File: config.mk
export PLATFORM = sky130hd
export DESIGN_NAME = uart_rx
export DESIGN_NICKNAME = d
export VERILOG_FILES = /design/src/rtl/uart_rx.sv
export SDC_FILE = /design/constraint.sdc
export NUM_CORES = 1
export LEC_CHECK = 0
export CAP_MARGIN = 15
export CORE_UTILIZATION = 41
export CTS_CLUSTER_SIZE = 12
export DETAILED_ROUTE_END_ITERATION = 7
export SYNTH_ARGS = -nofsm -noshare
export SYNTH_HDL_FRONTEND = slang
export SYNTH_SLANG_ARGS = --single-unit
File: constraint.sdc
create_clock -name i_Clk -period 2.15 [get_ports i_Clk]
set_input_delay 0.3225 -clock i_Clk [delete_from_list [all_inputs] [get_ports i_Clk]]
set_output_delay 0.3225 -clock i_Clk [all_outputs]
set_load 0.01 [all_outputs]
File: src/rtl/uart_rx.sv
// uart_rx: 8N1 serial receiver.
// The RX line is synchronized through two flops. The start bit is validated
// at mid-bit, and the data bits are sampled at bit centres, LSB first.
// A good stop bit pulses o_Rx_DV. A low stop bit pulses o_Frame_Err, and the
// FSM then parks in BREAK until the line returns high.
module uart_rx #(
  parameter int unsigned CLKS_PER_BIT = 868
) (
  input  logic       i_Clk,
  input  logic       i_Rst_n,
  input  logic       i_Rx_Serial,
  output logic [7:0] o_Rx_Byte,
  output logic       o_Rx_DV,
  output logic       o_Frame_Err,
  output logic       o_Busy
);

  localparam int unsigned CW = (CLKS_PER_BIT > 1) ? $clog2(CLKS_PER_BIT) : 1;
  localparam logic [CW-1:0] HALF = CW'((CLKS_PER_BIT - 1) / 2);
  localparam logic [CW-1:0] LAST = CW'(CLKS_PER_BIT - 1);

  typedef enum logic [2:0] {
    S_IDLE,
    S_START,
    S_DATA,
    S_STOP,
    S_BREAK
  } state_e;

  logic          sync1_q;
  logic          sync2_q;
  state_e        state_q;
  logic [CW-1:0] cnt_q;
  logic [2:0]    idx_q;
  logic [7:0]    shift_q;
  logic [7:0]    byte_q;
  logic          dv_q;
  logic          fe_q;
  logic          busy_q;

  // Two-flop synchronizer for the asynchronous RX line; it idles high.
  always_ff @(posedge i_Clk or negedge i_Rst_n) begin
    if (!i_Rst_n) begin
      sync1_q <= 1'b1;
      sync2_q <= 1'b1;
    end else begin
      sync1_q <= i_Rx_Serial;
      sync2_q <= sync1_q;
    end
  end

  // Receive FSM with registered byte, strobe and busy outputs.
  always_ff @(posedge i_Clk or negedge i_Rst_n) begin
    if (!i_Rst_n) begin
      state_q <= S_IDLE;
      cnt_q   <= '0;
      idx_q   <= '0;
      shift_q <= '0;
      byte_q  <= '0;
      dv_q    <= 1'b0;
      fe_q    <= 1'b0;
      busy_q  <= 1'b0;
    end else begin
      dv_q <= 1'b0;
      fe_q <= 1'b0;
      case (state_q)
        S_IDLE: begin
          if (!sync2_q) begin
            state_q <= S_START;
            cnt_q   <= '0;
            busy_q  <= 1'b1;
          end
        end
        S_START: begin
          if (cnt_q != HALF) begin
            cnt_q <= cnt_q + 1'b1;
          end else if (!sync2_q) begin
            state_q <= S_DATA;
            cnt_q   <= '0;
            idx_q   <= '0;
          end else begin
            // The line came back high before mid-bit, so this was a glitch.
            state_q <= S_IDLE;
            busy_q  <= 1'b0;
          end
        end
        S_DATA: begin
          if (cnt_q != LAST) begin
            cnt_q <= cnt_q + 1'b1;
          end else begin
            cnt_q          <= '0;
            shift_q[idx_q] <= sync2_q;
            if (idx_q == 3'd7) begin
              state_q <= S_STOP;
            end else begin
              idx_q <= idx_q + 1'b1;
            end
          end
        end
        S_STOP: begin
          if (cnt_q != LAST) begin
            cnt_q <= cnt_q + 1'b1;
          end else begin
            cnt_q <= '0;
            if (sync2_q) begin
              // Return at stop-bit centre so back-to-back starts are caught.
              byte_q  <= shift_q;
              dv_q    <= 1'b1;
              state_q <= S_IDLE;
              busy_q  <= 1'b0;
            end else begin
              fe_q    <= 1'b1;
              state_q <= S_BREAK;
            end
          end
        end
        S_BREAK: begin
          if (sync2_q) begin
            state_q <= S_IDLE;
            busy_q  <= 1'b0;
          end
        end
        default: begin
          state_q <= S_IDLE;
          busy_q  <= 1'b0;
        end
      endcase
    end
  end

  assign o_Rx_Byte   = byte_q;
  assign o_Rx_DV     = dv_q;
  assign o_Frame_Err = fe_q;
  assign o_Busy      = busy_q;

endmodule

==> results.txt, run 1 <==
Status: complete, but fails checks
Failing checks: setup timing
Post-synth top area share: 0.470
Root buf cell: clkbuf_8
Worst path arrival time: 2.34 ns
Vias in the first global route: 1464
Post-synthesis cell area: 0.00186 sq mm
Tmin final: 2.16 ns
Reg2Reg Depth: 4
Pins Over Slew Limit: 0
Max-slew headroom at the worst pin: 0.453
Synth warnings: 0
R2r endpoint: shift_q[4]$_DFFE_PN0P_
Gr ovfl total: 0
Layout overhead on the synthesized area: 28.6%
Synth Area in XOR/XNOR: 0.00470
Cell with the most instances after synthesis: dfrtp_1
Largest net degree at the start of global routing: 38
Max Fclk: 463 MHz
Antenna violations before repair: 0
Vias per cell: 5.70
Syn_nets: 179
Most used DFF post-synth: dfrtp_1
Pleak: 1.06 nW
Final Cell Area: 0.00239 sq mm
Seq pwr share: 0.523
First-pass GRT wire length: 7.08 mm
Hold WC Path Type: in2async
Number of synthesized register bits: 37
Die Y: 69.4 microns
Startpoint Class: register
Clk slew on worst S/H paths: 0.08 ns
Clock Skew: 0.00577 ns
Filler cells: 380
PortBufs: 13
Number of flops mapped to enable cells by yosys: 0
Worst R2R Setup Slack: -0.01 ns
Adder-Cell Fraction of Synth Area: 0.0323
Synth area leader: dfrtp_1
Worst endpoint required time: 2.33 ns
Hold buffer count at CTS: 0
Pre-CTS setup slack: 0.0259 ns
Int Power: 0.00105 W
Cell variety after synth: 45
Critical Path Fanout Max: 5
First-pass DRT Iterations: 4
Placed cell area: 0.00219 sq mm
Number of max-cap violations: 0
Synth Area in Compound Gates: 0.134
Clock power frac: 0.457
Die X: 69.4 microns
I/O pins: 14
Final worst-path cycle share: 1.00
Synth Instances: 172
VDD IR-drop max: 0.000285 V
Simple-gate share of the synthesized area: 0.200
Switching power: 0.000284 W
Antenna Nets Post-Route: 0
Switching Fraction: 0.213
Final Hold Viols: 0
Non-Filler Instances: 261
Mux cell area share after synthesis: 0.103
Area contributors post-synth: dfrtp_1, mux2_2, o21ai_0, nand2_1, dfstp_2
CTS tree: built
Share of layout cells above drive strength 1: 0.316
Slew @ Worst Pin: 0.821 ns
Row cnt: 24
Crit Path Class: reg2reg
H-tree levels: 2
Sequential cell area fraction in the yosys report: 0.499
Total CTS buffers: 5
Final setup vio count: 1
Die ar.: 0.00481 sq mm
Comb pwr share: 0.020
Average cell area after synthesis: 10.8 sq um
WL per Instance: 15.3 microns
Largest family of logic cells by synthesized area: simple AND/OR/NAND/NOR gates
Fin nets: 215
DRC violations left: 0
RSZ-0062 raised after global routing: yes
Power Density: 558 mW/mm^2
Initial Util: 0.428
Placed instance count: 249
DRT iter0 DRCs: 95
Overall power: 0.00134 W
Core region area: 0.00435 sq mm
Tot GR Track Use: 0.184
Antenna Cells: 0
Reg-to-Reg Start: state_q[0]$_DFFE_PN0P_
Routed WL: 3.99 mm
Top post-synthesis cells by count: dfrtp_1, mux2_2, nand2_1
Via count: 1488
Placer Congestion: 0.846
CP endpoint kind: register
Clk sinks: 37
Asr flop ratio synth: 1.00
Clk buf depth: 2
Final WS setup: -0.00965 ns
Worst skew pair latency: 0.29 ns
HPWL after DPL: 2.72 mm
==> power by group through the flow <==
stage	Combinational [W]	Sequential [W]	Clock, W
global placement	0.0000272	0.000713	0
floorplan	0.00000676	0.000714	0
detailed placement	0.0000275	0.000713	0
CTS	0.0000277	0.000699	0.000631
global route	0.0000311	0.000700	0.000659
finish	0.0000262	0.000699	0.000611
==> flip-flops by register name (all words and copies together), names as in the netlist <==
register	count
state_q	3
o_Busy	1
sync2_q	1
sync1_q	1
idx_q	3
o_Frame_Err	1
o_Rx_DV	1
cnt_q	10
shift_q	8
o_Rx_Byte	8
==> cell families after synthesis <==
kind of cell | Yosys count
AOI/OAI and AO/OA | 37
xor gates and xnor gates | 1
muxes | 17
and+or+nand+nor | 62
DFF | 37
buffers and inverters | 13
adders and majority gates | 5
==> metrics by stage <==
step	TNS (ns)	hold WS [ns]	utilization
final	-0.00965	0.116	0.550
after global routing	-0.0591	0.196	0.550
after CTS	0	0.144	0.530
after detailed placement	0	0.347	0.503
after global placement	0	0.346	0.503
after floorplan	-0.909	0.0269	-
==> worst max-delay path, stage by stage, from the launching register on <==
cell and delay [ns]:
dfrtp_1 0.39, or3b_4 0.41, or4_4 0.61, nor4b_4 0.31
mux2_4 0.32
==> worst max path at each step <==
stage                           start                       end  slack [ns]  depth (start not counted)
3_3_place_gp     cnt_q[2]$_DFFE_PN0P_    shift_q[4]$_DFFE_PN0P_        0.08                          5
2_1_floorplan    cnt_q[2]$_DFFE_PN0P_  o_Rx_Byte[0]$_DFFE_PN0P_       -0.11                          5
6_report       state_q[0]$_DFFE_PN0P_    shift_q[4]$_DFFE_PN0P_       -0.01                          4
3_5_place_dp     cnt_q[2]$_DFFE_PN0P_    shift_q[0]$_DFFE_PN0P_        0.03                          5
5_1_grt        state_q[0]$_DFFE_PN0P_    shift_q[4]$_DFFE_PN0P_       -0.05                          4
4_1_cts          cnt_q[2]$_DFFE_PN0P_    shift_q[0]$_DFFE_PN0P_        0.03                          5
==> cell usage in the layout, fill, tap and decap left out, types with 2 or more instances in the layout <==
master,n
o21ai_0,13
buf_6,2
mux2_4,2
nor4_1,6
inv_1,4
nand4b_1,3
o211ai_1,5
ha_1,3
a22o_1,3
o31a_1,3
nor3_1,3
clkdlybuf4s50_1,12
nand2_1,16
nor4b_4,3
dfstp_2,2
clkbuf_8,5
buf_4,23
dfrtp_1,35
nand3_1,5
nand4_1,2
or3b_4,2
nor2_1,7
mux2_2,15
o22ai_1,5
or3_1,2
==> routing by layer <==
metal	wire length, microns	up-vias	track usage
li1	-	714	-
met1	1930	729	0.271
met2	1820	36	0.264
met3	162	9	0.0378
met4	67	0	0.0703
met5	0	-	0
==> cell type report <==
class	count	area, sq um	area share
multi-input cells	122	950	0.397
inverters	4	15.0	0.00627
well taps	52	65.1	0.0272
clock buffers	5	68.8	0.0288
repair buffers	38	320	0.134
clock inverters	3	46.3	0.0193
flip-flops and latches	37	928	0.388
==> repair_timing <==
item,CTS,global route
setup endpoints to repair,0,13
setup buffers,0,4
gates resized for setup,0,11
Note: power is estimated with default switching activity, not from simulation.
==> run 2: changes to the inputs <==
Settings changed: CORE_ASPECT_RATIO set to 1.2.
==> results.txt, run 2 (synthesized netlist as in run 1, its figures left out) <==
Status: finished clean
Most common cell after layout, fill and taps aside: dfrtp_1
Number of max-cap violations: 0
Worst path arrival time: 2.30 ns
Largest net degree at the start of global routing: 38
Die X: 63.5 microns
CTS tree: built
Vias in the first global route: 1452
Min Hold Slack: 0.126 ns
Hold WC Path Type: in2async
Worst skew pair latency: 0.29 ns
Antenna Cells: 0
Row cnt: 26
Tmin final: 2.12 ns
Max Fclk: 473 MHz
Non-Filler Instances: 263
Crit Path Class: reg2reg
Max-slew headroom at the worst pin: 0.448
Die ar.: 0.00482 sq mm
Most frequent cells in the layout: dfrtp_1, buf_4, nand2_1
Critical Path Fanout Max: 5
Pleak: 1.05 nW
DRT iter0 DRCs: 56
Layout overhead on the synthesized area: 28.6%
Clk buf depth: 2
First-pass DRT Iterations: 4
CP endpoint kind: register
Total CTS buffers: 5
Via count: 1469
Final setup vio count: 0
H-tree levels: 2
Pins Over Slew Limit: 0
Most flop-heavy register: cnt_q
I/O pins: 14
Clk slew on worst S/H paths: 0.08 ns
Root buf cell: clkbuf_8
DRC violations left: 0
Initial Util: 0.434
Antenna Nets Post-Route: 0
Startpoint Class: register
First-pass GRT wire length: 6.77 mm
PortBufs: 13
Antenna violations before repair: 0
Final worst-path cycle share: 0.984
Slew @ Worst Pin: 0.828 ns
RSZ-0062 raised after global routing: yes
WL per Instance: 15.2 microns
Clk sinks: 37
Power Density: 607 mW/mm^2
Clock Skew: 0.00671 ns
Gr ovfl total: 0
Fin nets: 213
Placer Congestion: 0.866
Share of layout cells above drive strength 1: 0.300
Worst endpoint required time: 2.33 ns
Core region area: 0.00429 sq mm
Final Hold Viols: 0
Routed WL: 4.00 mm
Die Y: 75.8 microns
Vias per cell: 5.59
Placed instance count: 253
Tot GR Track Use: 0.187
Number of flip-flops under the largest register name: 10
HPWL after DPL: 2.86 mm
VDD IR-drop max: 0.000385 V
==> run 2: changes by cell type in the layout (fill, tap and decap cells not counted), sizes merged <==
cell      previous run  this run
clkinv               1         0
inv                  4         5
clkinvlp             1         0
bufinv               1         2
buf                 26        24
==> run 2: cell type report <==
type | count | area, sq um
clock buffers | 5 | 68.8
clock inverters | 3 | 68.8
fillers | 397 | 1900
inverters | 4 | 15.0
multi-input cells | 122 | 938
flip-flops and latches | 37 | 928
well taps | 56 | 70.1
repair buffers | 36 | 305
==> run 2: what timing repair did <==
| action | CTS | global route |
|---|---|---|
| hold buffers | 0 | 0 |
| endpoints found under the setup margin | 0 | 15 |
| resized for setup | 0 | 9 |
| buffers inserted | 0 | 2 |
==> run 2: per-layer routing <==
metal	up-vias	share of wire	GRT usage
li1	717	-	-
met3	11	0.029	0.0404
met5	-	0	0
met4	0	0.030	0.109
met2	24	0.50	0.319
met1	717	0.44	0.221
==> run 2: worst max-delay path: stages (launching register included) <==
cell	delay [ns]
dfrtp_1	0.39
or3b_4	0.40
or4_4	0.60
nor4b_4	0.30
mux2_4	0.32
==> run 2: path summary, 6_finish.rpt <==
path / start / endpoint / slack [ns] / cells past startpoint
setup / recovery: state_q[0]$_DFFE_PN0P_ / shift_q[2]$_DFFE_PN0P_ / 0.03 / 4
hold / removal: i_Rst_n / shift_q[3]$_DFFE_PN0P_ / 0.13 / 1
setup reg to reg: state_q[0]$_DFFE_PN0P_ / shift_q[2]$_DFFE_PN0P_ / 0.03 / 4
hold reg to reg: sync1_q$_DFF_PN1_ / sync2_q$_DFF_PN1_ / 0.36 / 0
max in group asynchronous: i_Rst_n / o_Rx_Byte[4]$_DFFE_PN0P_ / 1.50 / 1
min in group i_Clk: sync1_q$_DFF_PN1_ / sync2_q$_DFF_PN1_ / 0.36 / 0
==> run 2: metrics by stage <==
stage                     setup slack [ns]  TNS [ns]   util  cell area (sq um)  power, W
final                               0.0349         0  0.558               2390   0.00145
after global routing               -0.0279   -0.0285  0.558               2390   0.00150
after CTS                           0.0348         0  0.544               2330   0.00147
after detailed placement            0.0298         0  0.512               2200  0.000742
after global placement              0.0756         0  0.512               2200  0.000741
after floorplan                     -0.113    -0.909      -               1880  0.000721
==> run 2: power by group <==
part / total (W) / internal (W) / leakage (nW) / switching (W)
sequential: 0.000700 / 0.000699 / 0.490 / 0.00000127
clock: 0.000727 / 0.000467 / 0.0687 / 0.000260
combinational: 0.0000270 / 0.00000660 / 0.494 / 0.0000204
total: 0.00145 / 0.00117 / 1.05 / 0.000282
